### src/rtl/ahb_cfg_seq.sv
// ============================================================================
// Module   : ahb_cfg_seq
// Summary  : AHB-Lite master that runs queued write/read/poll commands
//            against the tdm register port, one single transfer at a time.
// Revision : 1.0
// ============================================================================
`default_nettype none

module ahb_cfg_seq #(
    parameter int FIFO_ADDR = 2,
    parameter int TIMEOUT   = 64,
    parameter int POLL_MAX  = 16
) (
    input  logic        hclk,
    input  logic        hresetn,
    input  logic        cmd_valid,
    output logic        cmd_ready,
    input  logic [1:0]  cmd_op,
    input  logic [31:0] cmd_addr,
    input  logic [31:0] cmd_data,
    input  logic [31:0] cmd_mask,
    output logic        rsp_valid,
    output logic [31:0] rsp_rdata,
    output logic [1:0]  rsp_status,
    output logic        busy,
    output logic        hsel,
    output logic [1:0]  htrans,
    output logic [31:0] haddr,
    output logic        hwrite,
    output logic [2:0]  hsize,
    output logic [2:0]  hburst,
    output logic        hmastlock,
    output logic [31:0] hwdata,
    input  logic [31:0] hrdata,
    input  logic        hready,
    input  logic [1:0]  hresp
);

    localparam int DEPTH = 1 << FIFO_ADDR;
    localparam int TW    = $clog2(TIMEOUT + 1);
    localparam int PW    = $clog2(POLL_MAX + 1);
    localparam logic [FIFO_ADDR:0] C_DEPTH = (FIFO_ADDR + 1)'(DEPTH);
    localparam logic [TW-1:0]      C_TLAST = TW'(TIMEOUT - 1);
    localparam logic [PW-1:0]      C_PLAST = PW'(POLL_MAX - 1);
    localparam logic [1:0] C_OP_WR = 2'b00, C_OP_POLL = 2'b10, C_OP_NOP = 2'b11;

    typedef enum logic [1:0] {S_IDLE = 2'd0, S_ADDR = 2'd1, S_DATA = 2'd2, S_RESP = 2'd3} state_t;

    logic [97:0]          r_mem [DEPTH];
    logic [FIFO_ADDR-1:0] r_wptr, r_rptr;
    logic [FIFO_ADDR:0]   r_count;
    state_t               r_state;
    logic [1:0]           r_op;
    logic [31:0]          r_addr, r_data, r_mask, r_rdata_w;
    logic                 r_err;
    logic [TW-1:0]        r_tcnt;
    logic [PW-1:0]        r_att;
    logic                 r_hsel, r_hwrite, r_rsp_valid;
    logic [1:0]           r_htrans, r_rsp_status;
    logic [2:0]           r_hsize;
    logic [31:0]          r_haddr, r_hwdata, r_rsp_rdata;

    logic        w_full, w_empty, w_push, w_pop;
    logic [97:0] w_head;
    logic        w_done, w_retry, w_err_any, w_match;
    logic [1:0]  w_status;
    logic [31:0] w_rdat;

    assign w_full    = (r_count == C_DEPTH);
    assign w_empty   = (r_count == '0);
    assign w_push    = cmd_valid && !w_full;
    assign w_pop     = (r_state == S_IDLE) && !w_empty;
    assign w_head    = r_mem[r_rptr];
    assign w_err_any = r_err || (hresp == 2'b01);
    assign w_match   = ((hrdata & r_mask) == (r_data & r_mask));

    always_ff @(posedge hclk) begin
        if (w_push) r_mem[r_wptr] <= {cmd_op, cmd_addr, cmd_data, cmd_mask};
    end

    always_ff @(posedge hclk or negedge hresetn) begin
        if (!hresetn) begin
            r_wptr  <= '0;
            r_rptr  <= '0;
            r_count <= '0;
        end else begin
            if (w_push) r_wptr <= r_wptr + 1'b1;
            if (w_pop)  r_rptr <= r_rptr + 1'b1;
            case ({w_push, w_pop})
                2'b10:   r_count <= r_count + 1'b1;
                2'b01:   r_count <= r_count - 1'b1;
                default: r_count <= r_count;
            endcase
        end
    end

    // Decides whether the current phase ends the command, and with what result.
    always_comb begin
        w_done   = 1'b0;
        w_retry  = 1'b0;
        w_status = 2'b00;
        w_rdat   = r_rdata_w;
        case (r_state)
            S_ADDR: begin
                if (!hready && r_tcnt == C_TLAST) begin
                    w_done   = 1'b1;
                    w_status = 2'b10;
                end
            end
            S_DATA: begin
                if (hready) begin
                    if (r_op != C_OP_WR) w_rdat = hrdata;
                    if (w_err_any) begin
                        w_done   = 1'b1;
                        w_status = 2'b01;
                    end else if (r_op != C_OP_POLL || w_match) begin
                        w_done   = 1'b1;
                    end else if (r_att == C_PLAST) begin
                        w_done   = 1'b1;
                        w_status = 2'b11;
                    end else begin
                        w_retry  = 1'b1;
                    end
                end else if (r_tcnt == C_TLAST) begin
                    w_done   = 1'b1;
                    w_status = 2'b10;
                end
            end
            default: ;
        endcase
    end

    always_ff @(posedge hclk or negedge hresetn) begin
        if (!hresetn) begin
            r_state      <= S_IDLE;
            r_op         <= 2'b00;
            r_addr       <= '0;
            r_data       <= '0;
            r_mask       <= '0;
            r_rdata_w    <= '0;
            r_err        <= 1'b0;
            r_tcnt       <= '0;
            r_att        <= '0;
            r_hsel       <= 1'b0;
            r_htrans     <= 2'b00;
            r_haddr      <= '0;
            r_hwrite     <= 1'b0;
            r_hsize      <= 3'b000;
            r_hwdata     <= '0;
            r_rsp_valid  <= 1'b0;
            r_rsp_rdata  <= '0;
            r_rsp_status <= 2'b00;
        end else begin
            r_rsp_valid <= 1'b0;
            if (w_done) begin
                r_state      <= S_RESP;
                r_rsp_valid  <= 1'b1;
                r_rsp_rdata  <= w_rdat;
                r_rsp_status <= w_status;
                r_hsel       <= 1'b0;
                r_htrans     <= 2'b00;
                r_haddr      <= '0;
                r_hwrite     <= 1'b0;
                r_hsize      <= 3'b000;
                r_hwdata     <= '0;
            end else begin
                case (r_state)
                    S_IDLE: begin
                        if (!w_empty) begin
                            {r_op, r_addr, r_data, r_mask} <= w_head;
                            r_att     <= '0;
                            r_rdata_w <= '0;
                            if (w_head[97:96] == C_OP_NOP) begin
                                r_state      <= S_RESP;
                                r_rsp_valid  <= 1'b1;
                                r_rsp_rdata  <= '0;
                                r_rsp_status <= 2'b00;
                            end else begin
                                r_state  <= S_ADDR;
                                r_tcnt   <= '0;
                                r_hsel   <= 1'b1;
                                r_htrans <= 2'b10;
                                r_haddr  <= w_head[95:64];
                                r_hwrite <= (w_head[97:96] == C_OP_WR);
                                r_hsize  <= 3'b010;
                            end
                        end
                    end
                    S_ADDR: begin
                        if (hready) begin
                            r_state  <= S_DATA;
                            r_tcnt   <= '0;
                            r_err    <= 1'b0;
                            r_hsel   <= 1'b0;
                            r_htrans <= 2'b00;
                            r_hwdata <= r_data;
                        end else begin
                            r_tcnt <= r_tcnt + TW'(1);
                        end
                    end
                    S_DATA: begin
                        if (w_retry) begin
                            // Poll mismatch: re-issue the same read.
                            r_state   <= S_ADDR;
                            r_att     <= r_att + PW'(1);
                            r_rdata_w <= hrdata;
                            r_tcnt    <= '0;
                            r_hsel    <= 1'b1;
                            r_htrans  <= 2'b10;
                        end else if (!hready) begin
                            r_tcnt <= r_tcnt + TW'(1);
                            if (hresp == 2'b01) r_err <= 1'b1;
                        end
                    end
                    default: r_state <= S_IDLE;
                endcase
            end
        end
    end

    assign cmd_ready  = !w_full;
    assign busy       = (r_state != S_IDLE) || !w_empty;
    assign rsp_valid  = r_rsp_valid;
    assign rsp_rdata  = r_rsp_rdata;
    assign rsp_status = r_rsp_status;
    assign hsel       = r_hsel;
    assign htrans     = r_htrans;
    assign haddr      = r_haddr;
    assign hwrite     = r_hwrite;
    assign hsize      = r_hsize;
    assign hburst     = 3'b000;
    assign hmastlock  = 1'b0;
    assign hwdata     = r_hwdata;

endmodule

`default_nettype wire

### config.mk
export PLATFORM = sky130hd
export DESIGN_NAME = ahb_cfg_seq
export DESIGN_NICKNAME = d
export VERILOG_FILES = /design/src/rtl/ahb_cfg_seq.sv
export SDC_FILE = /design/constraint.sdc
export NUM_CORES = 1
export LEC_CHECK = 0
export ABC_AREA = 1
export BUFFER_PORTS_ARGS = -buffer_cell sky130_fd_sc_hd__buf_2
export CAP_MARGIN = 40
export CORE_UTILIZATION = 24
export CTS_BUF_LIST = sky130_fd_sc_hd__clkbuf_16
export CTS_CLUSTER_SIZE = 40
export DETAILED_ROUTE_END_ITERATION = 16
export PLACE_DENSITY = 0.47
export SLEW_MARGIN = 10
export SYNTH_ARGS = -nofsm -noshare
export SYNTH_HDL_FRONTEND = slang
export SYNTH_SLANG_ARGS = --single-unit
### constraint.sdc
create_clock -name hclk -period 6.35 [get_ports hclk]
set_input_delay 1.27 -clock hclk [delete_from_list [all_inputs] [get_ports hclk]]
set_output_delay 1.27 -clock hclk [all_outputs]
set_load 0.02 [all_outputs]
* Yosys cells after proc, flatten, opt, wreduce, memory -nomap -nowiden
Memory sizes are Yosys's and may differ from the RTL's.
Cells that the tools add are included.
** Word-level totals
- Flip-flop bits (word level) :: 226
- Memories :: 1
- Logic and storage cells :: 174
- Bits in writable memories :: 392
- Output and inout bits :: 112
- Bits in latches :: 0
- Bits of input ports :: 136
- ROM bits :: 0
** Cells by class
- Reduce and logical (&&, ||, !) cells :: 32
- Div/mod/pow operators :: 0
- Add/subtract/negate cells :: 6
- Bitwise operators :: 4
- Shift-type cells :: 0
- Mux-type cells :: 86
- Eq/ne operators :: 25
- $mul :: 0
- Magnitude comparators :: 0
** Memories
- r_mem :: depth 4, width 98, read ports 1, clocked after Yosys merged registers in 0, wr ports 1, line 49 : logic [97:0] r_mem [DEPTH];
** Operator list (count)
- $mux W32 :: 16
- $and A32 B32 Y32 :: 2
- $pmux W32 S2 :: 1
- $mux W2 :: 20
- $mux W7 :: 5
- $eq A32 B32 Y1 :: 1
- $mux W1 :: 29
- $pmux W7 S3 :: 1
- $ne A2 B2 Y1 const B :: 9
- $reduce_bool A2 Y1 :: 9
- $ne A3 B3 Y1 const B :: 5
- $mux W3 :: 4
- $pmux W2 S3 :: 2
- $reduce_and A3 Y1 :: 4
- $mux W5 :: 2
- $pmux W5 S2 :: 1
- $reduce_and A5 Y1 :: 2
- $add A7 B1 Y7 const B :: 1
- $eq A7 B6 Y1 const B :: 1
- $eq A2 B1 Y1 const B :: 3
- $eq A2 B2 Y1 const B :: 3
- $pmux W3 S2 :: 1
- $reduce_and A6 Y1 :: 1
- $add A5 B1 Y5 const B :: 1
- 19 further kinds :: 29

* Longest topological paths before layout
Gate-level depths: netlist of the first run.
- Depth in word-level cells :: 10
- Gate-level depth with buffers :: 18
- Depth with buffers taken out :: 16

* Least setup slack after synthesis of the first run
Ideal clock, no wire load.
- Kind :: input to register
- Start :: input port cmd_valid
- End :: memory r_mem[0][0] (enable)
- Arrival time :: 5.541 ns
- Setup slack :: 0.253 ns
- Data required time :: 5.794 ns
- Stages :: 2
- Path buffers :: 0
- Cells stage by stage :: nand2_1 nor2_1
** Between the ends
- Word-level cells in the longest chain between the ends :: 3
** RTL lines
- from (decl) :: line 16 : input logic cmd_valid,
- $logic_and A1 B1 Y1 :: line 71 : assign w_push = cmd_valid && !w_full;
- $mux W1 :: line 78 : if (w_push) r_mem[r_wptr] <= {cmd_op, cmd_addr, cmd_data, cmd_mask};
- $mux W1 (not written as such) :: line 78
- to (decl) :: line 49
No other way between the ends.

* Final worst setup path of the first run
- Start :: register r_state[0]
- End :: register r_data[17]
** Between the ends
- Word-level cells in the longest chain between the ends :: 4
** RTL lines
- from (decl) :: line 52 : state_t r_state;
- from (signal assigned) :: line 135 : r_state <= S_IDLE;
- from (signal assigned) :: line 156 : r_state <= S_RESP;
- from (signal assigned) :: line 174 : r_state <= S_RESP;
- $eq A2 B2 Y1 or $eq A2 B1 Y1 (tied branches) :: line 103 : case (r_state)
- $pmux W1 S2 :: line 103
- $not A1 Y1 (no source line)
- $reduce_and A3 Y1 (no source line) *
- to (signal assigned) :: line 170 : {r_op, r_addr, r_data, r_mask} <= w_head;
- to (decl) :: line 54 : logic [31:0] r_addr, r_data, r_mask, r_rdata_w;
Every way passes the cells marked *; elsewhere a longest branch is shown, timed or not.
A chain may end at the register's enable or synchronous reset.

==> flow_summary.yaml, run 1 <==
outcome:
  status: "finished, final reports clean"
route:
  drt-total-wl_um: 74500
  vias: 16913
  dr.first_iter.drc_count: 1138
  dr.pass1.iters: 5
  routed_via_density: 4.40
  drc_errors: 0
  wl_per_cell_um: 19.4
  ant_nets: 0
global_routing:
  grt_pass1_vias: 15777
  grt.total_usage: 0.141
  grt-ovfl-total: 0
  antenna_found_initial: 53
  grt_first_pass_wirelength_um: 108000
  grt_max_degree: 124
sta:
  finalCriticalPeriod_ps: 3700
  min_period_over_period: 0.582
  final.setup.tns_ps: 0
  hold_violations: 0
  finalMaxSlewViolations: 0
  max_freq_mhz: 271
  slew_headroom: 0.391
  rsz0062_at_grt: "no"
  worst_clock_skew_ps: 30.0
  whs_ps: 476
  setup_viol: 0
  worstMarginPinSlew_ps: 911
synthesis:
  synth_area_um2: 24900
  synth_warnings: 0
  ys_seq_area_frac: 0.697
  ys_ff_latch: 614
  ys.flop_type: "edfxtp_1"
  synth_edf_count: 392
  synth_cell_type_count: 34
  syn_area_per_cell_um2: 11.2
  syn_inst: 2211
  async_reset_ff_frac: 0.362
layout:
  drive_above_1_share: 0.160
  area_growth_pct: 19.5
  nFillCells: 10692
  num-nets-final: 2561
  final_cells: 3842
floorplan:
  fp.dieW_um: 324
  die_area_um2: 105000
  die_h_um: 324
  ioPinCount: 248
  num_rows: 117
  core-area_um2: 102000
  initial_utilization: 0.243
power_and_ir_drop:
  p_leak_nw: 12.0
  powerDensity_nw_per_um2: 505
  ir_drop_v: 0.000229
placed_design:
  place.gp.congestion: 0.813
  dp_cells: 3710
  port_buffers: 240
  dp_hpwl_um: 48300
min_path:
  hold_class: "reg -> reg"
clocking:
  clkLatencyLatePin_ps: 620
  clockBufferDepth: 3
  cts_tree: "done"
  post_cts_buffers: 0
  htreeDepth: 3
  root_buffer: "clkbuf_16"
  clock-sinks: 614
  cts_resized: 0
  numCtsBuffers: 67
  clk_pin_slew_ps: 60
  holdBufCountCts: 0
worst_setup_path:
  cp_max_fo: 92
  crit_path_end_kind: "flop"
  crit_type: "reg -> reg"
  arrival_ps: 4160
  cp_data_required_time_ps: 6820
  cp-start-kind: "flop"
flow_run:
  maxCapViolations: 0
==> final cells by class <==
cell class                 instances  area (um2)  share of cell area
sequential                       614       17300               0.583
multi-input combinational       1367        6560               0.221
clock buffer                      69        1730              0.0581
tap                             1368        1710              0.0576
timing repair buffer             268        1540              0.0519
clock inverter                    55         460              0.0155
inverter                          93         357              0.0120
antenna                            8        20.0            0.000674
==> per-stage QoR <==
step	setup slack (ps)	cell area [um2]	utilization	power, mW
global placement	2060	27400	0.268	11.3
finish	2650	29700	0.291	15.0
global route	2210	29700	0.291	16.0
detailed placement	2070	27500	0.269	11.3
CTS	2560	29700	0.291	15.3
floorplan	253	24900	-	9.43
==> report_power, final <==
group / internal (mW) / leakage, nW / switching, mW
Clock: 2.27 / 1.14 / 1.61
Sequential: 5.41 / 6.42 / 0.675
Combinational: 1.52 / 4.42 / 3.53
==> layer usage <==
layer / track usage / vias to the layer above / wire length, um / part of all wire
met1: 0.185 / 8209 / 33300 / 0.45
met2: 0.215 / 374 / 33200 / 0.45
li1: - / 8113 / - / -
met4: 0.0471 / 58 / 1960 / 0.026
met3: 0.0478 / 159 / 5790 / 0.078
met5: 0 / - / 345 / 0.0046
==> synthesized netlist by cell type, types with 13 or more instances <==
library cell  number  area [um2]
o21ai_1           32         160
inv_1             91         342
ha_1              13         163
clkbuf_1          92         345
nand3_1          150         751
buf_4             23         173
nor3_1            34         170
o21ai_0          179         896
o22ai_1           34         213
buf_2             13        65.1
dfrtp_1          222        5560
a21oi_1          102         510
a32o_1            64         641
nor2_1           130         488
edfxtp_1         392       11800
nand2_1          590        2210
==> cell usage in the layout (no fill, tap or decap), drive strengths merged, types with 7 or more instances in the layout <==
cell type,instances
clkinv,23
nor2,132
nand3,150
bufinv,7
edfxtp,392
o22ai,34
buf,268
conb,7
clkbuf,69
dfrtp,222
a21oi,102
o21ai,212
nand2,595
ha,13
inv,116
diode,8
nor3,34
a32o,64
==> worst paths after layout <==
kind,from,to,slack (ps),cells past startpoint
worst max-delay path,r_state[0]$_DFFE_PN0P_,r_data[17]$_DFFE_PN0P_,2650,11
max in group asynchronous,hresetn,r_data[25]$_DFFE_PN0P_,4300,2
min in group asynchronous,hresetn,haddr[26]$_DFFE_PN0P_,740,1
worst min register to register,r_err$_DFFE_PN0P_,r_err$_DFFE_PN0P_,480,2
worst max register to register,r_state[0]$_DFFE_PN0P_,r_data[17]$_DFFE_PN0P_,2650,11
worst min-delay path,r_err$_DFFE_PN0P_,r_err$_DFFE_PN0P_,480,2
==> flip-flops by register name (all words and copies together) (netlist names), 2 cells and up <==
| name | cells |
|---|---|
| r_mem | 392 |
| haddr | 32 |
| hwdata | 32 |
| r_data | 32 |
| r_mask | 32 |
| r_rdata_w | 32 |
| rsp_rdata | 32 |
| r_tcnt | 7 |
| r_att | 5 |
| r_count | 3 |
| r_op | 2 |
| r_rptr | 2 |
| r_state | 2 |
| r_wptr | 2 |
| rsp_status | 2 |
==> worst max-delay path, stage by stage (launching register included) <==
cell and delay, ps:
dfrtp_1 430, inv_1 150, ha_2 180, buf_4 450, inv_1 210, o21ai_1 260
nand2_1 80, nand2_1 100, nand2_4 290, nand2_4 740, buf_4 480, o21ai_0 140
==> cells by family (layout without fill, tap and decap cells) <==
kind of cell / after synthesis / in the layout / share of synthesized area
fa+ha+maj: 14 / 14 / 0.00735
other cells: 1 / 15 / 0.000151
compound gates: 415 / 415 / 0.0987
xor+xnor: 10 / 10 / 0.00352
buf+inv: 236 / 485 / 0.0428
mux: 2 / 2 / 0.000906
flops: 614 / 614 / 0.697
simple gates: 919 / 919 / 0.150
Note: power is estimated with default switching activity, not from simulation.
==> inputs of run 2 (changes only) <==
==> constraint.sdc (replaced) <==
create_clock -name hclk -period 3.8 [get_ports hclk]
set_input_delay 0.76 -clock hclk [delete_from_list [all_inputs] [get_ports hclk]]
set_output_delay 0.76 -clock hclk [all_outputs]
set_load 0.02 [all_outputs]
==> run 2 against run 1 <==
Effect of this change:
- register-to-register slack got worse by 1600 ps
- utilization up 0.30 points
- clock-buffer cell count increased by 1
- die area is the same
- non-clock buffer count is 21 higher
- combinational power grew 77%
- worst hold slack worse by 350 ps
- highest routed layer unchanged
==> flow_summary.yaml, run 2 (synthesis results as in run 1) <==
route:
  drc_errors: 0
  drt-total-wl_um: 76900
  ant_nets: 0
  routed_via_density: 4.41
  wl_per_cell_um: 19.9
  dr.pass1.iters: 7
  vias: 17062
  dr.first_iter.drc_count: 1145
clocking:
  cts_tree: "done"
  clockBufferDepth: 3
  clk_pin_slew_ps: 60
  holdBufCountCts: 0
  clkLatencyLatePin_ps: 610
  root_buffer: "clkbuf_16"
  htreeDepth: 3
  post_cts_buffers: 0
  clock-sinks: 614
  numCtsBuffers: 67
  cts_resized: 0
layout:
  final_cells: 3871
  drive_above_1_share: 0.163
  layout_commonest_cell: "nand2_1"
  area_growth_pct: 20.7
  regMostFlops: "r_mem"
  num-nets-final: 2582
  largest_reg_flops: 392
  nFillCells: 10710
  final_cell_mix: "nand2_1, edfxtp_1, buf_2"
sta:
  worstMarginPinSlew_ps: 945
  finalMaxSlewViolations: 0
  rsz0062_at_grt: "no"
  max_freq_mhz: 364
  fin_ws_ps: 1050
  whs_ps: 125
  worst_clock_skew_ps: 33.8
  min_period_over_period: 0.723
  hold_violations: 0
  slew_headroom: 0.370
  setup_viol: 0
  finalCriticalPeriod_ps: 2750
power_and_ir_drop:
  seqPwrFrac: 0.394
  power_frac_comb: 0.351
  p_leak_nw: 12.1
  power.share.clock: 0.255
  power_mw: 25.5
  intPower_mw: 15.6
  powerDensity_nw_per_um2: 849
  power_switching_mw: 9.91
  swShare: 0.389
  ir_drop_v: 0.000572
global_routing:
  grt_first_pass_wirelength_um: 112000
  use_met2: 0.226
  grt.total_usage: 0.145
  antenna_found_initial: 58
  top_usage_layer: "met2"
  gr-usage-met1: 0.186
  grt-ovfl-total: 0
  met3_usage: 0.0514
  grt_max_degree: 186
  grt_pass1_vias: 16408
floorplan:
  initial_utilization: 0.243
  die_area_um2: 105000
  core-area_um2: 102000
  ioPinCount: 248
  num_rows: 117
  fp.dieW_um: 324
  die_h_um: 324
placed_design:
  dp_cells: 3731
  dp_slack_ps: 772
  place.gp.congestion: 0.780
  dp_hpwl_um: 50600
  port_buffers: 240
worst_setup_path:
  crit_path_end_kind: "flop"
  arrival_ps: 3270
  cp_max_fo: 70
  cp_data_required_time_ps: 4320
  crit_type: "reg -> reg"
  cp-start-kind: "flop"
flow_run:
  maxCapViolations: 0
min_path:
  hold_class: "in -> async"
outcome:
  status: "finished, final reports clean"
run 2: layout make-up:
type	instances	area (um2)	share of cell area
multi-input cells	1367	6560	0.218
diodes	16	40.0	0.00133
well taps	1368	1710	0.0570
repair buffers	289	1820	0.0605
clock inverters	54	449	0.0150
clock buffers	70	1750	0.0584
inverters	93	357	0.0119
flip-flops and latches	614	17300	0.577
run 2: power by group through the flow:
stage               sequential [mW]  clock [mW]  combinational, mW
floorplan                      10.4           0               5.31
global placement               10.2           0               9.08
detailed placement             10.2           0               9.13
CTS                            10.1        6.71               9.16
global route                   10.2        6.94               9.99
finish                         10.0        6.50               8.94
run 2: worst paths after layout:
kind	start	end	slack, ps	depth (start not counted)
min	hresetn	haddr[5]$_DFFE_PN0P_	120	1
max	r_data[18]$_DFFE_PN0P_	haddr[21]$_DFFE_PN0P_	1050	15
min reg2reg	r_err$_DFFE_PN0P_	r_err$_DFFE_PN0P_	480	2
min in group hclk	cmd_addr[3]	r_mem[0][67]$_DFFE_PP_	360	1
max in group asynchronous	hresetn	hwdata[10]$_DFFE_PN0P_	2790	2
max reg2reg	r_data[18]$_DFFE_PN0P_	haddr[21]$_DFFE_PN0P_	1050	15
run 2: per-stage QoR:
| stage | util | TNS, ps | instance area, um2 |
|---|---|---|---|
| detailed placement | 0.272 | 0 | 27800 |
| CTS | 0.293 | 0 | 30000 |
| global placement | 0.272 | 0 | 27800 |
| global route | 0.294 | 0 | 30000 |
| floorplan | - | -68100 | 24900 |
| finish | 0.294 | 0 | 30000 |
run 2: layer usage:
metal  up-vias  share of wire  routed length, um
met4        54          0.025               1950
met1      8340           0.43              33200
met5         -         0.0043                333
li1       8150              -                  -
met2       353           0.46              35500
met3       165          0.077               5960
run 2: critical path: stages, from the launching register on:
cell     delay, ps
dfrtp_1        550
inv_1           70
nand2_1         70
nand3_1         60
nand2_1        210
nor2_1          60
nand2_1         70
nor2_1          50
nand2_2         90
nand4_2        140
nand2_1         90
nand2_1         80
nand2_4        180
buf_4          620
nand3_1        160
nand2_1        110
==> inputs of run 3 (changes only) <==
--- a/config.mk
+++ b/config.mk
@@ -5,14 +5,14 @@
 export SDC_FILE = /design/constraint.sdc
 export NUM_CORES = 1
 export LEC_CHECK = 0
-export ABC_AREA = 1
+export ABC_AREA = 0
 export BUFFER_PORTS_ARGS = -buffer_cell sky130_fd_sc_hd__buf_2
 export CAP_MARGIN = 40
 export CORE_UTILIZATION = 24
 export CTS_BUF_LIST = sky130_fd_sc_hd__clkbuf_16
 export CTS_CLUSTER_SIZE = 40
 export DETAILED_ROUTE_END_ITERATION = 16
-export PLACE_DENSITY = 0.47
+export PLACE_DENSITY = 0.49
 export SLEW_MARGIN = 10
 export SYNTH_ARGS = -nofsm -noshare
 export SYNTH_HDL_FRONTEND = slang
==> constraint.sdc (replaced) <==
create_clock -name hclk -period 2.3 [get_ports hclk]
set_input_delay 0.46 -clock hclk [delete_from_list [all_inputs] [get_ports hclk]]
set_output_delay 0.46 -clock hclk [all_outputs]
set_load 0.02 [all_outputs]
==> run 3 against run 2 <==
Effect of this change:
- the run now ends with negative setup slack left
- cell count shrank 19%
- sequential share of layout area decreased by 1.7 points
- highest routed layer unchanged
- clock skew shrank 15 ps
- area after synthesis shrank 3.3%
- synthesized cell count shrank 36%
- first-iteration DRC count shrank 14%
- cell area is 3.1% higher
==> flow_summary.yaml, run 3 <==
clocking:
  clock-sinks: 614
  clkLatencyLatePin_ps: 620
  numCtsBuffers: 73
  cts_tree: "done"
  clockBufferDepth: 3
  clk_pin_slew_ps: 70
  root_buffer: "clkbuf_16"
  htreeDepth: 3
worst_setup_path:
  cpMostUsedCell: "a21oi_4"
  reg2reg_depth: 9
  cp-start-kind: "flop"
  path_cells: "xor2_1 > a22oi_2 > nand4_1 > or4_4 > a21oi_4 > buf_6 > a21oi_4 > buf_12 > o2bb2ai_1"
  crit_path_end_kind: "flop"
  crit_slowest_cell: "or4_4"
  cp_max_fo: 25
  crit_type: "reg -> reg"
  r2r-start: "r_data[7]$_DFFE_PN0P_"
  r2r_slack_ps: -300
  r2r_end: "rsp_rdata[15]$_DFFE_PN0P_"
  cp.buffers_inverters: 2
  crit_family: "simple AND/OR/NAND/NOR gates"
  cp_data_required_time_ps: 2780
  slowest_delay_ps: 620
  arrival_ps: 3080
placed_design:
  dp_hpwl_um: 45800
  dp_cells: 3002
  port_buffers: 240
  place.gp.congestion: 0.775
  placed_area_um2: 28000
synthesis:
  synth.largest_area_cell: "edfxtp_1"
  synth_top_area_frac: 0.490
  ys.flop_type: "edfxtp_1"
  async_reset_ff_frac: 0.362
  synth_common_cells: "edfxtp_1, dfrtp_1, nand2_1"
  ys_seq_area_frac: 0.721
  syn_area_per_cell_um2: 17.0
  synth_edf_count: 392
  synth_area_um2: 24000
  ys_ff_latch: 614
  syn_inst: 1417
  synthTopCellsByArea: "edfxtp_1, dfrtp_1, mux4_2"
  yosysMostFrequentCell: "edfxtp_1"
  synth_warnings: 0
  synth_cell_type_count: 52
layout:
  area_growth_pct: 28.7
  nFillCells: 9709
  largest_reg_flops: 392
  regMostFlops: "r_mem"
  num-nets-final: 1953
  final_cells: 3151
  final_core_util: 0.313
  final_cell_mix: "edfxtp_1, buf_2, dfrtp_1"
  layout_commonest_cell: "edfxtp_1"
  fin_area_um2: 30900
  drive_above_1_share: 0.374
power_and_ir_drop:
  power_mw: 43.7
  ir_drop_v: 0.000650
  powerDensity_nw_per_um2: 1410
  p_leak_nw: 12.1
sta:
  finalCriticalPeriod_ps: 2600
  worstMarginPinSlew_ps: 813
  hold_violations: 0
  max_freq_mhz: 385
  worst_clock_skew_ps: 18.3
  finalMaxSlewViolations: 0
  whs_ps: 56.8
  slew_headroom: 0.458
  rsz0062_at_grt: "yes"
  setup_viol: 205
  fin_ws_ps: -297
  min_period_over_period: 1.13
route:
  wl_per_cell_um: 21.9
  vias: 13792
  drt-total-wl_um: 68900
  dr.pass1.iters: 5
  ant_nets: 0
  routed_via_density: 4.38
  dr.first_iter.drc_count: 988
  drc_errors: 0
global_routing:
  antenna_found_initial: 40
  grt_pass1_vias: 14577
  grt.total_usage: 0.135
  grt_first_pass_wirelength_um: 99800
  grt_max_degree: 98
  grt-ovfl-total: 0
outcome:
  violations: "negative setup slack"
  status: "finished with violations"
floorplan:
  initial_utilization: 0.243
  core-area_um2: 98900
  num_rows: 115
  ioPinCount: 248
  die_area_um2: 101000
  die_h_um: 319
  fp.dieW_um: 319
min_path:
  hold_path_depth: 1
  hold_class: "in -> reg"
  min_to: "r_mem[2][32]$_DFFE_PP_"
  worstHoldStart: "cmd_data[0]"
flow_run:
  maxCapViolations: 0
## run 3: cell types whose count changed in the layout (fill, tap and decap cells not counted), moves of 56 or more
cell,delta
nor2_1,-106
a32o_1,-63
o21ai_0,-172
a21oi_1,-56
mux4_2,+98
nand3_1,-143
buf_4,+62
mux2i_1,+64
nand2_1,-415
## run 3: final cells by class
type / instances / area (um2) / share of cell area
Sequential cell: 614 / 17300 / 0.560
Multi-Input combinational cell: 681 / 6570 / 0.212
Timing Repair Buffer: 384 / 2880 / 0.0932
Clock buffer: 75 / 1880 / 0.0607
Tap cell: 1287 / 1610 / 0.0520
Clock inverter: 59 / 480 / 0.0155
Inverter: 49 / 186 / 0.00602
Antenna cell: 2 / 5.00 / 0.000162
## run 3: layer usage
metal | track usage | up-vias | wire, um
met2 | 0.214 | 358 | 32000
met3 | 0.0520 | 161 | 5430
met5 | 0 | - | 269
li1 | - | 6104 | -
met4 | 0.0384 | 44 | 1730
met1 | 0.171 | 7125 | 29500
## run 3: power by group
part / switching (mW) / total [mW] / internal [mW]
Sequential: 1.59 / 16.7 / 15.1
Clock: 4.66 / 11.3 / 6.64
Combinational: 8.68 / 15.8 / 7.10
## run 3: what timing repair did
action,4_1_cts,5_1_grt
pin swaps,14,12
gates resized for setup,50,42
hold buffers,1,0
gates cloned,5,1
buffers inserted,8,3
hold endpoints to repair,35,0
setup endpoints to repair,216,217
## run 3: worst max-delay path by stage
stage	to	startpoint	slack, ps	cells after the start
floorplan	r_op[0]$_DFFE_PN0P_	hrdata[26]	-210	10
global placement	r_rdata_w[20]$_DFFE_PN0P_	hrdata[0]	-770	10
detailed placement	r_rdata_w[2]$_DFFE_PN0P_	hrdata[0]	-790	10
CTS	r_rdata_w[29]$_DFFE_PN0P_	r_data[24]$_DFFE_PN0P_	-340	10
global route	r_data[16]$_DFFE_PN0P_	r_data[17]$_DFFE_PN0P_	-360	9
finish	rsp_rdata[15]$_DFFE_PN0P_	r_data[7]$_DFFE_PN0P_	-300	9
## run 3: stage by stage
step                setup slack (ps)  setup TNS [ps]
finish                          -297          -48080
global route                    -359          -62880
CTS                             -338          -58010
detailed placement              -795         -145150
global placement                -774         -147740
floorplan                       -211          -18220
## run 3: cell families after synthesis
group | after synthesis | synth area share
XOR/XNOR | 38 | 0.0138
AND/OR/NAND/NOR | 237 | 0.0407
adder cells (fa/ha/maj) | 14 | 0.00760
multiplexers | 230 | 0.150
other | 1 | 0.000156
AO/OA/AOI/OAI | 155 | 0.0432
buffers and inverters | 128 | 0.0236
flip-flops | 614 | 0.721
## run 3: worst register-to-register path, cell delays in order (launching register included)
cell,delay (ps)
dfrtp_1,410
xor2_1,160
a22oi_2,230
nand4_1,160
or4_4,620
a21oi_4,260
buf_6,190
a21oi_4,80
buf_12,190
o2bb2ai_1,160
